<file path="src/rtl/sm_access_monitor.sv">
`default_nettype none
// ============================================================================
// Module : sm_access_monitor
// Brief  : Multi-slot protected-module access monitor with violation reset.
// Rev    : 1.0
// ============================================================================
module sm_access_monitor #(
  parameter int NUM_SM    = 4,
  parameter int ADDR_W    = 16,
  parameter int RST_PULSE = 8,
  parameter int CNT_W     = 8,
  parameter int IDX_W     = (NUM_SM > 1) ? $clog2(NUM_SM) : 1
) (
  input  logic              mclk,
  input  logic              puc_rst_n,
  input  logic [ADDR_W-1:0] pc,
  input  logic [ADDR_W-1:0] prev_pc,
  input  logic              data_en,
  input  logic              data_wr,
  input  logic [ADDR_W-1:0] data_addr,
  input  logic              cfg_wr,
  input  logic [IDX_W-1:0]  cfg_idx,
  input  logic [2:0]        cfg_field,
  input  logic [ADDR_W-1:0] cfg_data,
  input  logic              cfg_lock,
  output logic              cfg_err,
  output logic              reset,
  output logic [2:0]        viol_cause,
  output logic [IDX_W-1:0]  viol_sm,
  output logic [CNT_W-1:0]  viol_cnt
);

  localparam int C_PCNT_W = (RST_PULSE > 1) ? $clog2(RST_PULSE) : 1;
  localparam logic [C_PCNT_W-1:0] C_PCNT_LOAD = C_PCNT_W'(RST_PULSE - 1);

  localparam logic [2:0] C_F_TEXT_START = 3'd0;
  localparam logic [2:0] C_F_TEXT_STOP  = 3'd1;
  localparam logic [2:0] C_F_DATA_START = 3'd2;
  localparam logic [2:0] C_F_DATA_STOP  = 3'd3;
  localparam logic [2:0] C_F_ENABLE     = 3'd4;

  typedef enum logic [0:0] {
    ST_MON   = 1'b0,
    ST_PULSE = 1'b1
  } state_t;

  logic [ADDR_W-1:0] r_text_start [NUM_SM];
  logic [ADDR_W-1:0] r_text_stop  [NUM_SM];
  logic [ADDR_W-1:0] r_data_start [NUM_SM];
  logic [ADDR_W-1:0] r_data_stop  [NUM_SM];
  logic [NUM_SM-1:0] r_en;
  logic              r_lock;
  logic              r_cfg_err;

  state_t             r_state;
  logic [C_PCNT_W-1:0] r_pcnt;
  logic               r_reset;
  logic [2:0]         r_viol_cause;
  logic [IDX_W-1:0]   r_viol_sm;
  logic [CNT_W-1:0]   r_viol_cnt;

  logic [NUM_SM-1:0] w_entry;
  logic [NUM_SM-1:0] w_data;
  logic [NUM_SM-1:0] w_textw;
  logic [NUM_SM-1:0] w_hit;
  logic [2:0]        w_cause;
  logic              w_viol;
  logic [IDX_W-1:0]  w_viol_sm;
  logic              w_idx_ok;
  logic              w_tgt_en;
  logic              w_cfg_ok;
  logic              w_cfg_acc;

  // Per-slot range decode; a range with start >= stop can never match.
  generate
    for (genvar gi = 0; gi < NUM_SM; gi++) begin : g_slot
      logic w_pc_in_text;
      logic w_prev_in_text;
      logic w_daddr_in_text;
      logic w_daddr_in_data;

      assign w_pc_in_text    = (pc >= r_text_start[gi]) && (pc < r_text_stop[gi]);
      assign w_prev_in_text  = (prev_pc >= r_text_start[gi]) && (prev_pc < r_text_stop[gi]);
      assign w_daddr_in_text = (data_addr >= r_text_start[gi]) && (data_addr < r_text_stop[gi]);
      assign w_daddr_in_data = (data_addr >= r_data_start[gi]) && (data_addr < r_data_stop[gi]);

      assign w_entry[gi] = r_en[gi] && w_pc_in_text && !w_prev_in_text && (pc != r_text_start[gi]);
      assign w_data[gi]  = r_en[gi] && data_en && w_daddr_in_data && !w_pc_in_text;
      assign w_textw[gi] = r_en[gi] && data_en && data_wr && w_daddr_in_text;
    end
  endgenerate

  assign w_hit   = w_entry | w_data | w_textw;
  assign w_cause = {|w_textw, |w_data, |w_entry};
  assign w_viol  = |w_hit;

  always_comb begin
    w_viol_sm = '0;
    for (int i = NUM_SM - 1; i >= 0; i--) begin
      if (w_hit[i]) w_viol_sm = IDX_W'(i);
    end
  end

  // Slot lookup by comparison so an out-of-range cfg_idx never indexes the arrays.
  always_comb begin
    w_idx_ok = 1'b0;
    w_tgt_en = 1'b0;
    for (int i = 0; i < NUM_SM; i++) begin
      if (cfg_idx == IDX_W'(i)) begin
        w_idx_ok = 1'b1;
        w_tgt_en = r_en[i];
      end
    end
  end

  assign w_cfg_ok  = !r_lock && w_idx_ok && (cfg_field <= C_F_ENABLE) &&
                     (!w_tgt_en || (cfg_field == C_F_ENABLE));
  assign w_cfg_acc = cfg_wr && w_cfg_ok;

  always_ff @(posedge mclk or negedge puc_rst_n) begin
    if (!puc_rst_n) begin
      for (int i = 0; i < NUM_SM; i++) begin
        r_text_start[i] <= '0;
        r_text_stop[i]  <= '0;
        r_data_start[i] <= '0;
        r_data_stop[i]  <= '0;
      end
      r_en      <= '0;
      r_lock    <= 1'b0;
      r_cfg_err <= 1'b0;
    end else begin
      r_lock    <= r_lock | cfg_lock;
      r_cfg_err <= cfg_wr && !w_cfg_ok;
      if (w_cfg_acc) begin
        for (int i = 0; i < NUM_SM; i++) begin
          if (cfg_idx == IDX_W'(i)) begin
            case (cfg_field)
              C_F_TEXT_START: r_text_start[i] <= cfg_data;
              C_F_TEXT_STOP:  r_text_stop[i]  <= cfg_data;
              C_F_DATA_START: r_data_start[i] <= cfg_data;
              C_F_DATA_STOP:  r_data_stop[i]  <= cfg_data;
              C_F_ENABLE:     r_en[i]         <= cfg_data[0];
              default:        ;
            endcase
          end
        end
      end
    end
  end

  // Violations seen while the pulse is running are deliberately dropped.
  always_ff @(posedge mclk or negedge puc_rst_n) begin
    if (!puc_rst_n) begin
      r_state      <= ST_MON;
      r_pcnt       <= '0;
      r_reset      <= 1'b0;
      r_viol_cause <= '0;
      r_viol_sm    <= '0;
      r_viol_cnt   <= '0;
    end else begin
      case (r_state)
        ST_MON: begin
          if (w_viol) begin
            r_viol_cause <= w_cause;
            r_viol_sm    <= w_viol_sm;
            if (r_viol_cnt != {CNT_W{1'b1}}) r_viol_cnt <= r_viol_cnt + 1'b1;
            r_pcnt       <= C_PCNT_LOAD;
            r_reset      <= 1'b1;
            r_state      <= ST_PULSE;
          end
        end
        ST_PULSE: begin
          if (r_pcnt == '0) begin
            r_reset <= 1'b0;
            r_state <= ST_MON;
          end else begin
            r_pcnt <= r_pcnt - 1'b1;
          end
        end
        default: r_state <= ST_MON;
      endcase
    end
  end

  assign cfg_err    = r_cfg_err;
  assign reset      = r_reset;
  assign viol_cause = r_viol_cause;
  assign viol_sm    = r_viol_sm;
  assign viol_cnt   = r_viol_cnt;

endmodule
`default_nettype wire

</file>
<file path="config.mk">
export PLATFORM = sky130hd
export DESIGN_NAME = sm_access_monitor
export DESIGN_NICKNAME = d
export VERILOG_FILES = /design/src/rtl/sm_access_monitor.sv
export SDC_FILE = /design/constraint.sdc
export NUM_CORES = 1
export LEC_CHECK = 0
export ABC_AREA = 0
export CELL_PAD_IN_SITES_DETAIL_PLACEMENT = 1
export CELL_PAD_IN_SITES_GLOBAL_PLACEMENT = 2
export CORE_MARGIN = 4
export CORE_UTILIZATION = 25
export CTS_CLUSTER_DIAMETER = 40
export DETAILED_ROUTE_END_ITERATION = 16
export PLACE_DENSITY_LB_ADDON = 0.25
export SLEW_MARGIN = 10
export SYNTH_ARGS = -nofsm -noshare
export SYNTH_HDL_FRONTEND = slang
export SYNTH_SLANG_ARGS = --single-unit
</file>
<file path="constraint.sdc">
create_clock -name mclk -period 9.54 [get_ports mclk]
set_clock_uncertainty 0.05 [all_clocks]
set_input_delay 1.908 -clock mclk [delete_from_list [all_inputs] [get_ports mclk]]
set_output_delay 1.908 -clock mclk [all_outputs]
set_load 0.02 [all_outputs]
</file>
* Word level (Yosys, flattened, before mapping)
Cells that the tools add are included.
** Word-level totals
- Register bits after elaboration :: 280
- Memory bits (read-only) :: 0
- Word-level logic and storage cells :: 199
- Memories kept :: 0
- Bits in writable memories :: 0
- Bits in latches :: 0
- Output and inout port bits :: 15
- Bits of input ports :: 75
** Operators by class
- Reductions and logical operators :: 96
- Multiplexer cells :: 21
- Add/subtract/negate cells :: 2
- Equal/unequal tests :: 15
- Bitwise gates (word level) :: 4
- Shift operators :: 0
- $mul :: 0
- Divide/modulo/power cells :: 0
- Magnitude comparators :: 33
** Operator list (count)
- $ge 16x16->1 :: 16
- $lt 16x16->1 :: 16
- $ne 16x16->1 :: 4
- $reduce_and 3->1 :: 21
- $logic_and 1x1->1 :: 53
- $reduce_or 4->1 :: 4
- $mux 1 :: 12
- $logic_not 1->1 :: 11
- $add 8x1->8 const B :: 1
- $mux 2 :: 4
- $ne 8x8->1 const B :: 1
- $or 4x4->4 :: 2
- $eq 3x2->1 const B :: 2
- $logic_not 3->1 :: 2
- $mux 3 :: 2
- $pmux 3 s2 :: 1
- $reduce_and 2->1 :: 3
- $eq 2x2->1 const B :: 2
- $ne 2x2->1 const B :: 2
- $pmux 1 s2 :: 2
- $eq 3x1->1 const B :: 1
- $eq 3x3->1 const B :: 1
- $le 3x3->1 const B :: 1
- $sub 3x1->3 const B :: 1
- 6 further kinds :: 6

* Longest topological paths before layout
- Word-level depth :: 11
- Mapped depth :: 12
- Gate-level depth less buffers :: 12

* Least setup slack after synthesis
Ideal clock, no wire load.
- Path type :: input to register
- Start point :: input port data_addr[0]
- End point :: register r_viol_cnt[1] (netlist: viol_cnt[1])
- Path buffers :: 0
- Required time :: 9362 ps
- Data arrival time :: 4481 ps
- Stages on the path :: 12
- Library setup time :: 128 ps
- Slack :: 4882 ps
- Cell sequence :: inv_1 > ha_1 > nand2b_1 > a211oi_1 > o21ai_1 > a2111oi_2 > o21ai_1 > a32oi_1 > nand4_2 > nor3_4 > nor3_1 > mux2_1
** Between the ends
- Word-level cells in the longest chain between the ends :: 8
- Elaborated cells between the ends (all ways) :: 40
- Classes of those cells :: 16 x order compare; 2 x bitwise; 22 x reduce/logical
** Ends and longest elaborated chain
- start, declared :: RTL line 20 : input logic [ADDR_W-1:0] data_addr,
- $ge 16x16->1 or $lt 16x16->1 (tied branches) :: RTL line 85 : assign w_daddr_in_data = (data_addr >= r_data_start[gi]) && (data_addr < r_data_stop[gi]);
- $logic_and 1x1->1 :: RTL line 85
- $logic_and 1x1->1 (2 in series) :: RTL line 88 : assign w_data[gi] = r_en[gi] && data_en && w_daddr_in_data && !w_pc_in_text;
- $or 4x4->4 :: RTL line 93 : assign w_hit = w_entry | w_data | w_textw;
- $or 4x4->4 (*) :: RTL line 93
- $reduce_or 4->1 (*) :: RTL line 95 : assign w_viol = |w_hit;
- $reduce_and 3->1 (no source line) (*)
- end signal, assigned :: RTL line 166 : if (r_viol_cnt != {CNT_W{1'b1}}) r_viol_cnt <= r_viol_cnt + 1'b1;
- end, declared :: RTL line 60 : logic [CNT_W-1:0] r_viol_cnt;
Every way passes the cells marked *; elsewhere a longest branch is shown, timed or not.
A chain may end at the register's enable or synchronous reset.

* Worst setup path after layout
- Start point :: input port prev_pc[1]
- End point :: register r_viol_cnt[1] (netlist: viol_cnt[1])
** Between the ends
- Word-level cells in the longest chain between the ends :: 9
- Elaborated cells between the ends (all ways) :: 28
- Classes of those cells :: 8 x order compare; 2 x bitwise; 18 x reduce/logical
** Ends and longest elaborated chain
- start, declared :: RTL line 17 : input logic [ADDR_W-1:0] prev_pc,
- $ge 16x16->1 or $lt 16x16->1 (tied branches) :: RTL line 83 : assign w_prev_in_text = (prev_pc >= r_text_start[gi]) && (prev_pc < r_text_stop[gi]);
- $logic_and 1x1->1 :: RTL line 83
- $logic_not 1->1 :: RTL line 87 : assign w_entry[gi] = r_en[gi] && w_pc_in_text && !w_prev_in_text && (pc != r_text_start[gi]);
- $logic_and 1x1->1 (2 in series) :: RTL line 87
- $or 4x4->4 (*) (2 in series) :: RTL line 93
- $reduce_or 4->1 (*) :: RTL line 95
- $reduce_and 3->1 (no source line) (*)
Marks and branches as above.

==> impl_results.md <==
- Status: finished clean
- DP HPWL: 67800 microns
- Startpoint Class: input port
- Die width: roughly 300 microns
- Fraction of layout instances using a drive strength above 1: 0.135
- Total core area: 86900 sq um
- Count of final setup violators: 0
- Vias in the first global route: 19900
- Crit path arrival time: roughly 6.4 ns
- Synth Cell Area: 21900 sq um
- Yosys warning count: 0
- Top_reg_cell synth: dfrtp_1
- Crit end category: flop
- Pin count of the biggest net entering global routing: 66
- Post-Synthesis Cells: 2268
- Tmin final: 5.97 ns
- Finished Layout Cells: 3648
- CP endpoint: viol_cnt[1]
- Number of nets with antenna violations after routing: 0
- Syn nets: 2842
- Clk slew on worst S/H paths: 0.05 ns
- Total global routing overflow: 0
- Sink Count: 280
- Distinct cells, synth: 67
- # IOs: 90
- Peak VDD IR: 126 uV
- Slew @ Worst Pin: 1.23 ns
- Final Worst Setup Slack: roughly 3.6 ns
- Initial DRC count: around 860
- Flop2flop setup slack: ~5.2 ns
- RD Place Congestion: just under 0.9
- Final setup TNS: 0 ns
- Max-slew headroom: 0.179
- Final #Nets: 3003
- #FFs+latches synth: 280
- Post-synth EDFFs: 0
- Drt pass-1 iters: 5
- Fin crit share: 0.626
- Sequential share of the synthesized area: 0.320
- Leak: ~13 nW
- Remaining DRCs: 0
- CTS Buf Count: 77
- DR vias/cell: 5.04
- CTS tree: built
- CTS Root Cell: clkbuf_16
- Hold crit path type: flop to flop
- Max-Cap Viols: 0
- Die footprint: slightly above 90000 sq um
- DR WL/cell: 25.1 microns
- Vert. Die Dim: 304 microns
- RSZ-0062 raised after global routing: false
- FF-to-FF End: viol_cnt[1]
- Initial Util: 0.252
- Post-CTS setup buffer count: 0
- Dpl cells: 3505
- CP startpoint: prev_pc[1]
- Final WL: 91600 microns
- Mapped Avg Cell Area: 9.66 sq um
- Pins Over Slew Limit: 0
- Post-CTS sizing: 0
- Row cnt: 108
- Final Hold Vio Count: 0
- Initial antenna violation count: 12
- R2R Path Start: r_text_stop[17]
- Pre-CTS WS: ~2.8 ns
- Hold Path Depth: 1
- Total GRT Usage: 0.196
- Via Count: 18400
- Post-synth ARST share: 1.00
- Post-CTS Hold Buffers: 0
- Reg2Reg Depth: 11
- Global-route wire length before repair: about 130000 microns
- Clk_lat worst skew: 0.62 ns
- Max FO, Critical Path: 10
- Pwr dens: 161 nW/um^2
- Crit path kind: input port to flop
- Clock Path Buffers: 3
- CTS H-Tree Depth: 3
- Most frequent cells in the layout: 499 x ha_1, 280 x dfrtp_1, 264 x inv_1, 200 x nand2_1, 184 x o21ai_0
- Max Clock Freq: 167 MHz
- Hold_ws: 0.426 ns
- Synthesis-to-layout area growth: 23.7%
- Most common cell after layout, fill and taps aside: ha_1
- Critical path data required time: roughly 10 ns
- IO Port Bufs: 89
where the power goes:
group          switching [mW]  total (mW)  internal, mW
sequential             0.0162        1.23          1.21
clock                   0.864        2.63          1.77
combinational           0.324       0.499         0.175
total                    1.20        4.36          3.16
cells in the mapped netlist (all sizes together), types with 3 or more instances:
cell type  instances  area [sq um]
a2111oi           15           138
a211o             10          87.6
a211oi            32           240
a21boi             5          37.5
a21o              83           623
a21oi            123           616
a221o              3          30.0
a221oi            10          93.8
a22oi              4          30.0
a31oi              7          43.8
a32oi              3          26.3
and2               4          25.0
and3               7          43.8
and4              16           143
clkbuf            52           195
dfrtp            280          7010
ha               499          6240
inv              264           991
mux2             147          1660
nand2            200           751
nand2b            23           144
nand3             32           160
nand3b             3          22.5
nand4             56           357
nand4b             4          35.0
nor2              63           239
nor2b             20           125
nor3              23           126
nor3b              3          27.5
nor4              10          62.6
o2111ai            3          26.3
o211ai            17           128
o21a               8          60.1
o21ai            195           976
o311ai             3          26.3
o31ai              5          37.5
o41ai              5          43.8
xor2               6          52.6
metal layers:
metal,wire length (microns),global-route usage,share of wire
met1,40700,0.247,0.44
met4,3640,0.0762,0.040
met2,42700,0.328,0.47
met5,43,0,0.00047
met3,4520,0.0409,0.049
cell type report:
cell class	count	area (sq um)
fillers	9810	59800
multi-input cells	1671	13700
flip-flops and latches	280	7010
clock buffers	102	2180
well taps	1155	1450
repair buffers	135	1240
inverters	264	991
clock inverters	37	474
diodes	4	10.0
state kept, by name, indices dropped and copies added (netlist names):
name          flops
r_en              4
r_data_stop      64
reset             1
r_data_start     64
r_text_start     64
viol_sm           2
viol_cause        3
r_lock            1
cfg_err           1
viol_cnt          8
r_pcnt            3
r_state           1
r_text_stop      64
worst max-delay path: stages:
cell and delay [ns]:
clkdlybuf4s50_1 0.77, ha_1 0.33, a2111oi_0 0.84, nor4_1 0.13, a2111oi_0 0.82, o311ai_1 0.17, nand4_1 0.21, nand3_1 0.22
nor3_4 0.52, nor3_1 0.17, mux2_1 0.34
stage by stage:
step,util,total power [mW],cell area (sq um)
6_report,0.312,4.36,27100
5_1_grt,0.312,4.55,27100
4_1_cts,0.312,4.43,27100
3_5_place_dp,0.281,1.75,24400
3_3_place_gp,0.281,1.73,24400
2_1_floorplan,-,1.47,21900
logic make-up after synthesis:
family                   after synthesis  share of synthesized area
buffers and inverters                317                     0.0543
AO/OA/AOI/OAI                        545                      0.155
multiplexers                         149                     0.0771
AND/OR/NAND/NOR                      472                      0.106
flip-flops                           280                      0.320
XOR/XNOR                               6                    0.00240
adder cells (fa/ha/maj)              499                      0.285
worst min-delay path by stage:
| stage | start | endpoint |
|---|---|---|
| after floorplan | r_lock | r_lock |
| after global placement | r_lock | r_lock |
| after detailed placement | r_lock | r_lock |
| after CTS | r_lock | r_lock |
| after global routing | r_text_start[9] | r_text_start[9] |
| final | r_lock | r_lock |
(Power assumes the default switching activity.)
